### src/rtl/pila_lifo.sv
// Parameterised LIFO stack with registered top-of-stack, pop read-back pulse
// and sticky overflow/underflow flag.
module pila_lifo #(
    parameter int N     = 32,
    parameter int DEPTH = 8,
    localparam int CW   = $clog2(DEPTH + 1)
) (
    input  logic          clock,
    input  logic          reset_n,
    input  logic          clear,
    input  logic          push,
    input  logic          pop,
    input  logic [N-1:0]  in,
    output logic [N-1:0]  out,
    output logic [N-1:0]  dato_letto,
    output logic          letto,
    output logic [CW-1:0] count,
    output logic          empty,
    output logic          full,
    output logic          errore
);

    localparam int AW = $clog2(DEPTH);
    localparam logic [CW-1:0] FULL_COUNT = CW'(DEPTH);

    logic [N-1:0]  mem [DEPTH];
    logic [CW-1:0] cnt_m1;
    logic [CW-1:0] cnt_m2;
    logic [AW-1:0] top_idx;
    logic [AW-1:0] wr_idx;
    logic [AW-1:0] below_idx;
    logic          do_replace;
    logic          do_push;
    logic          do_pop;
    logic          bad_op;

    assign empty     = (count == '0);
    assign full      = (count == FULL_COUNT);

    assign cnt_m1    = count - CW'(1);
    assign cnt_m2    = count - CW'(2);
    assign top_idx   = cnt_m1[AW-1:0];
    assign wr_idx    = count[AW-1:0];
    assign below_idx = cnt_m2[AW-1:0];

    // Push together with pop on an empty stack degrades to a plain push.
    assign do_replace = !clear && push && pop && !empty;
    assign do_push    = !clear && push && !(pop && !empty) && !full;
    assign do_pop     = !clear && pop && !push && !empty;
    assign bad_op     = !clear && ((push && !pop && full) || (pop && !push && empty));

    // Storage array is deliberately left unreset.
    always_ff @(posedge clock) begin
        if (do_replace) begin
            mem[top_idx] <= in;
        end else if (do_push) begin
            mem[wr_idx] <= in;
        end
    end

    // The out register always mirrors mem[count-1], so it doubles as the popped word.
    always_ff @(posedge clock or negedge reset_n) begin
        if (!reset_n) begin
            out        <= '0;
            dato_letto <= '0;
            letto      <= 1'b0;
            count      <= '0;
            errore     <= 1'b0;
        end else begin
            letto <= do_replace || do_pop;
            if (clear) begin
                count  <= '0;
                out    <= '0;
                errore <= 1'b0;
            end else begin
                if (bad_op) begin
                    errore <= 1'b1;
                end
                if (do_replace) begin
                    out        <= in;
                    dato_letto <= out;
                end else if (do_push) begin
                    out   <= in;
                    count <= count + CW'(1);
                end else if (do_pop) begin
                    dato_letto <= out;
                    count      <= cnt_m1;
                    out        <= (cnt_m1 == '0) ? '0 : mem[below_idx];
                end
            end
        end
    end

endmodule
### config.mk
export PLATFORM = sky130hd
export DESIGN_NAME = pila_lifo
export DESIGN_NICKNAME = d
export VERILOG_FILES = /design/src/rtl/pila_lifo.sv
export SDC_FILE = /design/constraint.sdc
export NUM_CORES = 1
export LEC_CHECK = 0
export BUFFER_PORTS_ARGS = -buffer_cell sky130_fd_sc_hd__buf_2
export CORE_MARGIN = 2
export CORE_UTILIZATION = 59
export CTS_CLUSTER_DIAMETER = 120
export CTS_CLUSTER_SIZE = 8
export DETAILED_ROUTE_END_ITERATION = 8
export PLACE_DENSITY = 0.79
export SLEW_MARGIN = 20
export SYNTH_ARGS = -nofsm -noshare
export SYNTH_HDL_FRONTEND = slang
export SYNTH_SLANG_ARGS = --single-unit
export TNS_END_PERCENT = 100
### constraint.sdc
create_clock -name clock -period 6.82 [get_ports clock]
set_input_delay 0.682 -clock clock [delete_from_list [all_inputs] [get_ports clock]]
set_output_delay 0.682 -clock clock [all_outputs]
set_load 0.05 [all_outputs]
==> results of run 1 <==
==> registers in the layout, indices dropped and copies added (netlist names) <==
| signal | count |
|---|---|
| letto | 1 |
| out | 32 |
| mem | 256 |
| dato_letto | 32 |
| errore | 1 |
| count | 4 |
==> layout make-up <==
| cell class | count | share of cell area |
|---|---|---|
| Multi-Input combinational cell | 265 | 0.208 |
| Inverter | 39 | 0.00977 |
| Antenna cell | 1 | 0.000166 |
| Sequential cell | 326 | 0.625 |
| Tap cell | 280 | 0.0232 |
| Clock buffer | 86 | 0.0910 |
| Timing Repair Buffer | 120 | 0.0432 |
==> metrics by stage <==
step / instances / power, uW / hold slack, ns / cell area (um2) / setup WS [ns]
after floorplan: 667 / 4270 / 0.386 / 12900 / 1.50
after global placement: 1029 / 4740 / 0.462 / 13700 / 2.40
after detailed placement: 1029 / 4820 / 0.471 / 13700 / 2.24
after CTS: 1115 / 6970 / 0.342 / 15100 / 2.18
after global routing: 1116 / 7210 / 0.370 / 15100 / 2.21
final: 1117 / 6930 / 0.305 / 15100 / 2.43
==> kinds of logic after synthesis <==
| group | Yosys count |
|---|---|
| simple gates | 66 |
| fa+ha+maj | 6 |
| compound gates | 59 |
| xor+xnor | 4 |
| mux | 130 |
| flops | 326 |
| buf+inv | 76 |
==> layout by cell type, fill, tap and decap left out, types with 2 or more instances in the layout <==
cell,n
edfxtp_1,256
buf_2,107
dfrtp_1,69
mux4_2,64
clkbuf_16,49
inv_1,38
clkbuf_1,36
nand2_1,35
mux2i_1,32
o221ai_1,32
mux2_1,30
buf_4,12
nor3_2,7
nor2_1,5
ha_1,5
o21ai_0,4
mux2_2,4
a21oi_1,4
nand2b_1,3
a21o_1,3
xnor2_1,3
nor4_1,3
nor3b_4,2
nor2b_1,2
a31oi_1,2
o32a_1,2
nor3_1,2
==> power by group <==
part           internal, uW  switching [uW]
logic                   764            1400
registers              2470             176
clock network          1340             786
total                  4570            2360
==> routing by layer <==
layer / vias up / wire, um
met1: 3549 / 10800
met5: - / 0
met3: 50 / 1940
met4: 0 / 524
li1: 2928 / -
met2: 329 / 13500
==> worst min-delay path by stage <==
stage                endpoint  cells past startpoint
2_1_floorplan        count[0]                      0
3_3_place_gp   dato_letto[22]                      1
3_5_place_dp    dato_letto[6]                      1
4_1_cts               out[23]                      1
5_1_grt               out[23]                      1
6_report              out[23]                      1
==> synth_stat cells, drive strengths merged (4+ instances only) <==
library cell / count
mux4: 64
mux2: 34
edfxtp: 256
mux2i: 32
buf: 28
dfrtp: 70
o21ai: 6
o221ai: 32
nand2: 35
nor3: 10
inv: 38
nor2: 5
a21oi: 5
ha: 6
clkbuf: 9
nand2b: 4
==> flow_metrics.env, run 1 <==
export IMPL_status="finished, final reports clean"
export IMPL_tns_ns=0
export IMPL_synthCells=667
export IMPL_grt_overflow_total=0
export IMPL_fin_crit_sh=0.644
export IMPL_synth_top_family_by_area="multiplexers"
export IMPL_port_buffers=108
export IMPL_wl_per_cell_um=24.0
export IMPL_ff2ff_path_depth=7
export IMPL_cts_max_level=2
export IMPL_syn2layout_area_growth_pct=17.6
export IMPL_relSlewSlack=0.277
export IMPL_initial_core_util=0.595
export IMPL_cp_end_kind="flip-flop"
export IMPL_timing_final_crit_period_ns=4.39
export IMPL_crit_path_end="mem[7][1]"
export IMPL_worst_r2r_startpoint="count[0]"
export IMPL_place_gp_congestion=0.826
export IMPL_yosysTopAreaCell="edfxtp_1"
export IMPL_vias_per_cell=6.14
export IMPL_ys_seq_area_frac=0.734
export IMPL_wl_um=26800
export IMPL_chipHeight_um=152
export IMPL_antenna_found_initial=1
export IMPL_r2r_end="mem[7][1]"
export IMPL_ys_types=46
export IMPL_crit_start="count[0]"
export IMPL_grt_pass1_vias=7047
export IMPL_synth_edf_count=256
export IMPL_cts_tree="built"
export IMPL_core_area_mm2=0.0216
export IMPL_cts_resized_gates=0
export IMPL_power_density_mw_per_mm2=458
export IMPL_crit_chain="clkinv_2, ha_1, and3b_1, a211oi_4, xnor2_1, nor3_2, buf_4"
export IMPL_cap_viol_max_count=0
export IMPL_rsz0062_at_grt="no"
export IMPL_timing_hold_violations_final=0
export IMPL_fin_nets=841
export IMPL_register_area_mm2=0.00944
export IMPL_drt_pass1_iter_count=5
export IMPL_path_buf_inv=2
export IMPL_arrival_ns=4.57
export IMPL_hpwl_um=14100
export IMPL_busiest_layer="met2"
export IMPL_avgSynthCellArea_um2=19.3
export IMPL_hp_class="in2async"
export IMPL_cts_buffer_depth=3
export IMPL_cp_depth=7
export IMPL_use_met2=0.391
export IMPL_utilization=0.699
export IMPL_cts_root_buf="clkbuf_16"
export IMPL_yosysWarnings=0
export IMPL_setup_viol=0
export IMPL_io_pin_count=109
export IMPL_slowest_delay_ns=0.78
export IMPL_clock_latency_ns=0.53
export IMPL_critPathLaunchType="flip-flop"
export IMPL_cts_hold_fix_buffers=0
export IMPL_syn_nets=710
export IMPL_async_reset_ff_frac=0.215
export IMPL_num_vias=6856
export IMPL_synth_compound_gate_area_share=0.0376
export IMPL_post_cts_setup_buffers=0
export IMPL_tightest_slew_ns=1.08
export IMPL_synth_ff_latch_count=326
export IMPL_r2r_slack_ns=2.43
export IMPL_yosys_area_share_simple=0.0252
export IMPL_synth_xor_area_frac=0.00272
export IMPL_total_leakage_power_uw=0.00563
export IMPL_finalMaxSlewViolations=0
export IMPL_path_class="reg2reg"
export IMPL_drt_iter0_markers=635
export IMPL_grtUsageMet3=0.0536
export IMPL_fp_dieArea_mm2=0.0230
export IMPL_synthesis_area_mm2=0.0129
export IMPL_multi_input_area_mm2=0.00315
export IMPL_fin_worst_skew_ns=0.0175
export IMPL_required_ns=7.00
export IMPL_crit_fanout=36
export IMPL_rows=54
export IMPL_n_fill_cell=1317
export IMPL_die_w_um=152
export IMPL_critPathSlowestCell="clkinv_2"
export IMPL_fmax_mhz=228
export IMPL_cts_sinks=326
export IMPL_drtAntennaViolNets=0
export IMPL_path_clk_slew_ns=0.05
export IMPL_use_met1=0.334
export IMPL_grt_pass1_wl_um=41100
export IMPL_synth_flop_cell="edfxtp_1"
export IMPL_grt_max_degree=71
export IMPL_synth_area_leaders="edfxtp_1 (60%), dfrtp_1 (14%), mux4_2 (11%)"
export IMPL_yosysTopAreaCellShare=0.598
export IMPL_drc=0
export IMPL_drive_gt1_frac=0.307
export IMPL_track_usage=0.242
export IMPL_cts_buffers=46
export IMPL_synth_mux_area_frac=0.167
export IMPL_synthAdderAreaFrac=0.00584
export IMPL_crit_family="buffers and inverters"
export IMPL_ir_drop_mv=0.302
Power figures use the tool's default switching activity.
==> inputs of run 2 (changes only) <==
--- a/config.mk
+++ b/config.mk
@@ -7,11 +7,11 @@
 export LEC_CHECK = 0
 export BUFFER_PORTS_ARGS = -buffer_cell sky130_fd_sc_hd__buf_2
 export CORE_MARGIN = 2
-export CORE_UTILIZATION = 59
+export CORE_UTILIZATION = 53
 export CTS_CLUSTER_DIAMETER = 120
 export CTS_CLUSTER_SIZE = 8
 export DETAILED_ROUTE_END_ITERATION = 8
-export PLACE_DENSITY = 0.79
+export PLACE_DENSITY = 0.75
 export SLEW_MARGIN = 20
 export SYNTH_ARGS = -nofsm -noshare
 export SYNTH_HDL_FRONTEND = slang
==> constraint.sdc (replaced) <==
create_clock -name clock -period 3.7 [get_ports clock]
set_input_delay 0.37 -clock clock [delete_from_list [all_inputs] [get_ports clock]]
set_output_delay 0.37 -clock clock [all_outputs]
set_load 0.05 [all_outputs]
==> run 2 against run 1 <==
Effect of this change: non-clock buffer count up 11; first-iteration DRC count down 16%; cell count up 4.3%; largest cell class unchanged; clock power up 82%; sequential power up 81%; critical path depth unchanged; sequential cell count unchanged; hold slack worse by 0.19 ns; largest power group unchanged; wire length down 1.6%; combinational power up 90%; register-to-register slack worse by 2.0 ns.
==> flow_metrics.env, run 2 (synthesis gave the netlist of run 1 again) <==
export IMPL_setup_viol=0
export IMPL_die_w_um=160
export IMPL_reg_top3="mem (256), dato_letto (32), out (32)"
export IMPL_critPathLaunchType="flip-flop"
export IMPL_design_area_mm2=0.0153
export IMPL_tns_ns=0
export IMPL_grt_overflow_total=0
export IMPL_required_ns=3.92
export IMPL_layout_commonest_cell="edfxtp_1"
export IMPL_path_class="reg2reg"
export IMPL_crit_fanout=23
export IMPL_grt_pass1_wl_um=42300
export IMPL_initial_core_util=0.545
export IMPL_dp_cells=1079
export IMPL_crit_start="count[1]"
export IMPL_top_layer="met5"
export IMPL_ir_drop_mv=0.472
export IMPL_drt_iter0_markers=531
export IMPL_syn2layout_area_growth_pct=18.7
export IMPL_power_density_mw_per_mm2=835
export IMPL_cts_resized_gates=0
export IMPL_port_buffers=108
export IMPL_cts_sinks=326
export IMPL_fin_crit_sh=0.872
export IMPL_critPathSlowestCell="nor3_4"
export IMPL_drive_gt1_frac=0.317
export IMPL_io_pin_count=109
export IMPL_timing_final_crit_period_ns=3.23
export IMPL_tightest_slew_ns=0.971
export IMPL_path_clk_slew_ns=0.05
export IMPL_antenna_found_initial=3
export IMPL_hold_slack_ns=0.114
export IMPL_rsz0062_at_grt="no"
export IMPL_drc=0
export IMPL_hp_class="in2reg"
export IMPL_fin_cells=1165
export IMPL_cap_viol_max_count=0
export IMPL_met3_length_um=1760
export IMPL_layout_common_cells="edfxtp_1 (256), buf_2 (107), dfrtp_1 (68)"
export IMPL_wl_um=26300
export IMPL_cts_max_level=2
export IMPL_crit_path_end="mem[7][18]"
export IMPL_cp_end_kind="flip-flop"
export IMPL_worst_r2r_startpoint="count[1]"
export IMPL_clock_latency_ns=0.54
export IMPL_finalMaxSlewViolations=0
export IMPL_cts_buffers=46
export IMPL_drtAntennaViolNets=0
export IMPL_track_usage=0.216
export IMPL_cts_tree="built"
export IMPL_total_leakage_power_uw=0.00570
export IMPL_rows=56
export IMPL_post_cts_setup_buffers=0
export IMPL_status="finished, final reports clean"
export IMPL_fmax_mhz=310
export IMPL_met2_length_um=13200
export IMPL_chipHeight_um=160
export IMPL_hpwl_um=14600
export IMPL_wl_met1_um=10900
export IMPL_vias_per_cell=5.78
export IMPL_slowest_delay_ns=0.62
export IMPL_fin_worst_skew_ns=0.0171
export IMPL_cts_buffer_depth=3
export IMPL_grt_max_degree=65
export IMPL_n_fill_cell=1613
export IMPL_timing_hold_violations_final=0
export IMPL_largest_register_ffs=256
export IMPL_utilization=0.646
export IMPL_drt_pass1_iter_count=5
export IMPL_cts_root_buf="clkbuf_16"
export IMPL_top_register="mem"
export IMPL_arrival_ns=3.45
export IMPL_r2r_slack_ns=0.47
export IMPL_num_vias=6728
export IMPL_placed_area_mm2=0.0139
export IMPL_place_gp_congestion=0.876
export IMPL_r2r_end="mem[7][18]"
export IMPL_relSlewSlack=0.353
export IMPL_core_area_mm2=0.0236
export IMPL_ff2ff_path_depth=7
export IMPL_grt_pass1_vias=7271
export IMPL_fin_nets=852
export IMPL_crit_chain="inv_1, ha_1, nand2b_2, a211oi_4, xnor2_1, nor3_4, buf_12"
export IMPL_fp_dieArea_mm2=0.0255
export IMPL_wl_per_cell_um=22.6
-- run 2: changes by cell type in the layout (fill, tap and decap cells not counted), sizes merged --
cell	delta
buf	+10
clkbuf	-4
inv	+2
dlygate4sd3	+1
-- run 2: through the flow --
| stage | total power [uW] | worst slack, ns |
|---|---|---|
| after CTS | 12900 | 0.466 |
| after detailed placement | 8960 | 0.528 |
| after global placement | 8850 | 0.648 |
| after global routing | 13300 | 0.299 |
| after floorplan | 7950 | 0.00703 |
| final | 12700 | 0.472 |
-- run 2: what timing repair did --
action / 4_1_cts / 5_1_grt
endpoints found under the hold margin: 52 / 0
hold buffers: 1 / 0
setup endpoints to repair: 0 / 0
-- run 2: area by class of cell --
class / count / area (um2) / area share
sequential: 326 / 9440 / 0.619
antenna: 1 / 2.50 / 0.000164
inverter: 39 / 148 / 0.00968
clock inverter: 2 / 28.8 / 0.00189
tap: 319 / 399 / 0.0262
timing repair buffer: 131 / 731 / 0.0479
multi-input combinational: 265 / 3190 / 0.209
clock buffer: 82 / 1320 / 0.0863
-- run 2: power by group --
group          internal (uW)  total [uW]  switching (uW)
clock network           2390        3850            1460
registers               4550        4790             247
logic                   1430        4100            2660
total                   8370       12700            4380
-- run 2: metal layers --
metal | global-route usage | vias to the layer above
met3 | 0.0387 | 47
met4 | 0.0669 | 4
li1 | - | 2955
met5 | 0 | -
met2 | 0.367 | 274
met1 | 0.287 | 3448
-- run 2: critical path: cells and delay by family (launching register included) --
kind	cells	cell delay [ns]
AO/OA/AOI/OAI	1	0.44
XOR/XNOR	1	0.34
adder cells (fa/ha/maj)	1	0.38
buffers and inverters	2	0.48
flip-flops	1	0.46
AND/OR/NAND/NOR	2	0.81
-- run 2: worst min-delay path by stage --
stage / from / to / slack (ns) / depth (start not counted)
2_1_floorplan: reset_n / count[0] / 0.07 / 0
3_3_place_gp: dato_letto[27] / dato_letto[27] / 0.46 / 1
3_5_place_dp: dato_letto[16] / dato_letto[16] / 0.47 / 1
4_1_cts: in[27] / mem[2][27] / 0.1 / 1
5_1_grt: in[23] / mem[3][23] / 0.12 / 1
6_report: in[27] / mem[4][27] / 0.11 / 1
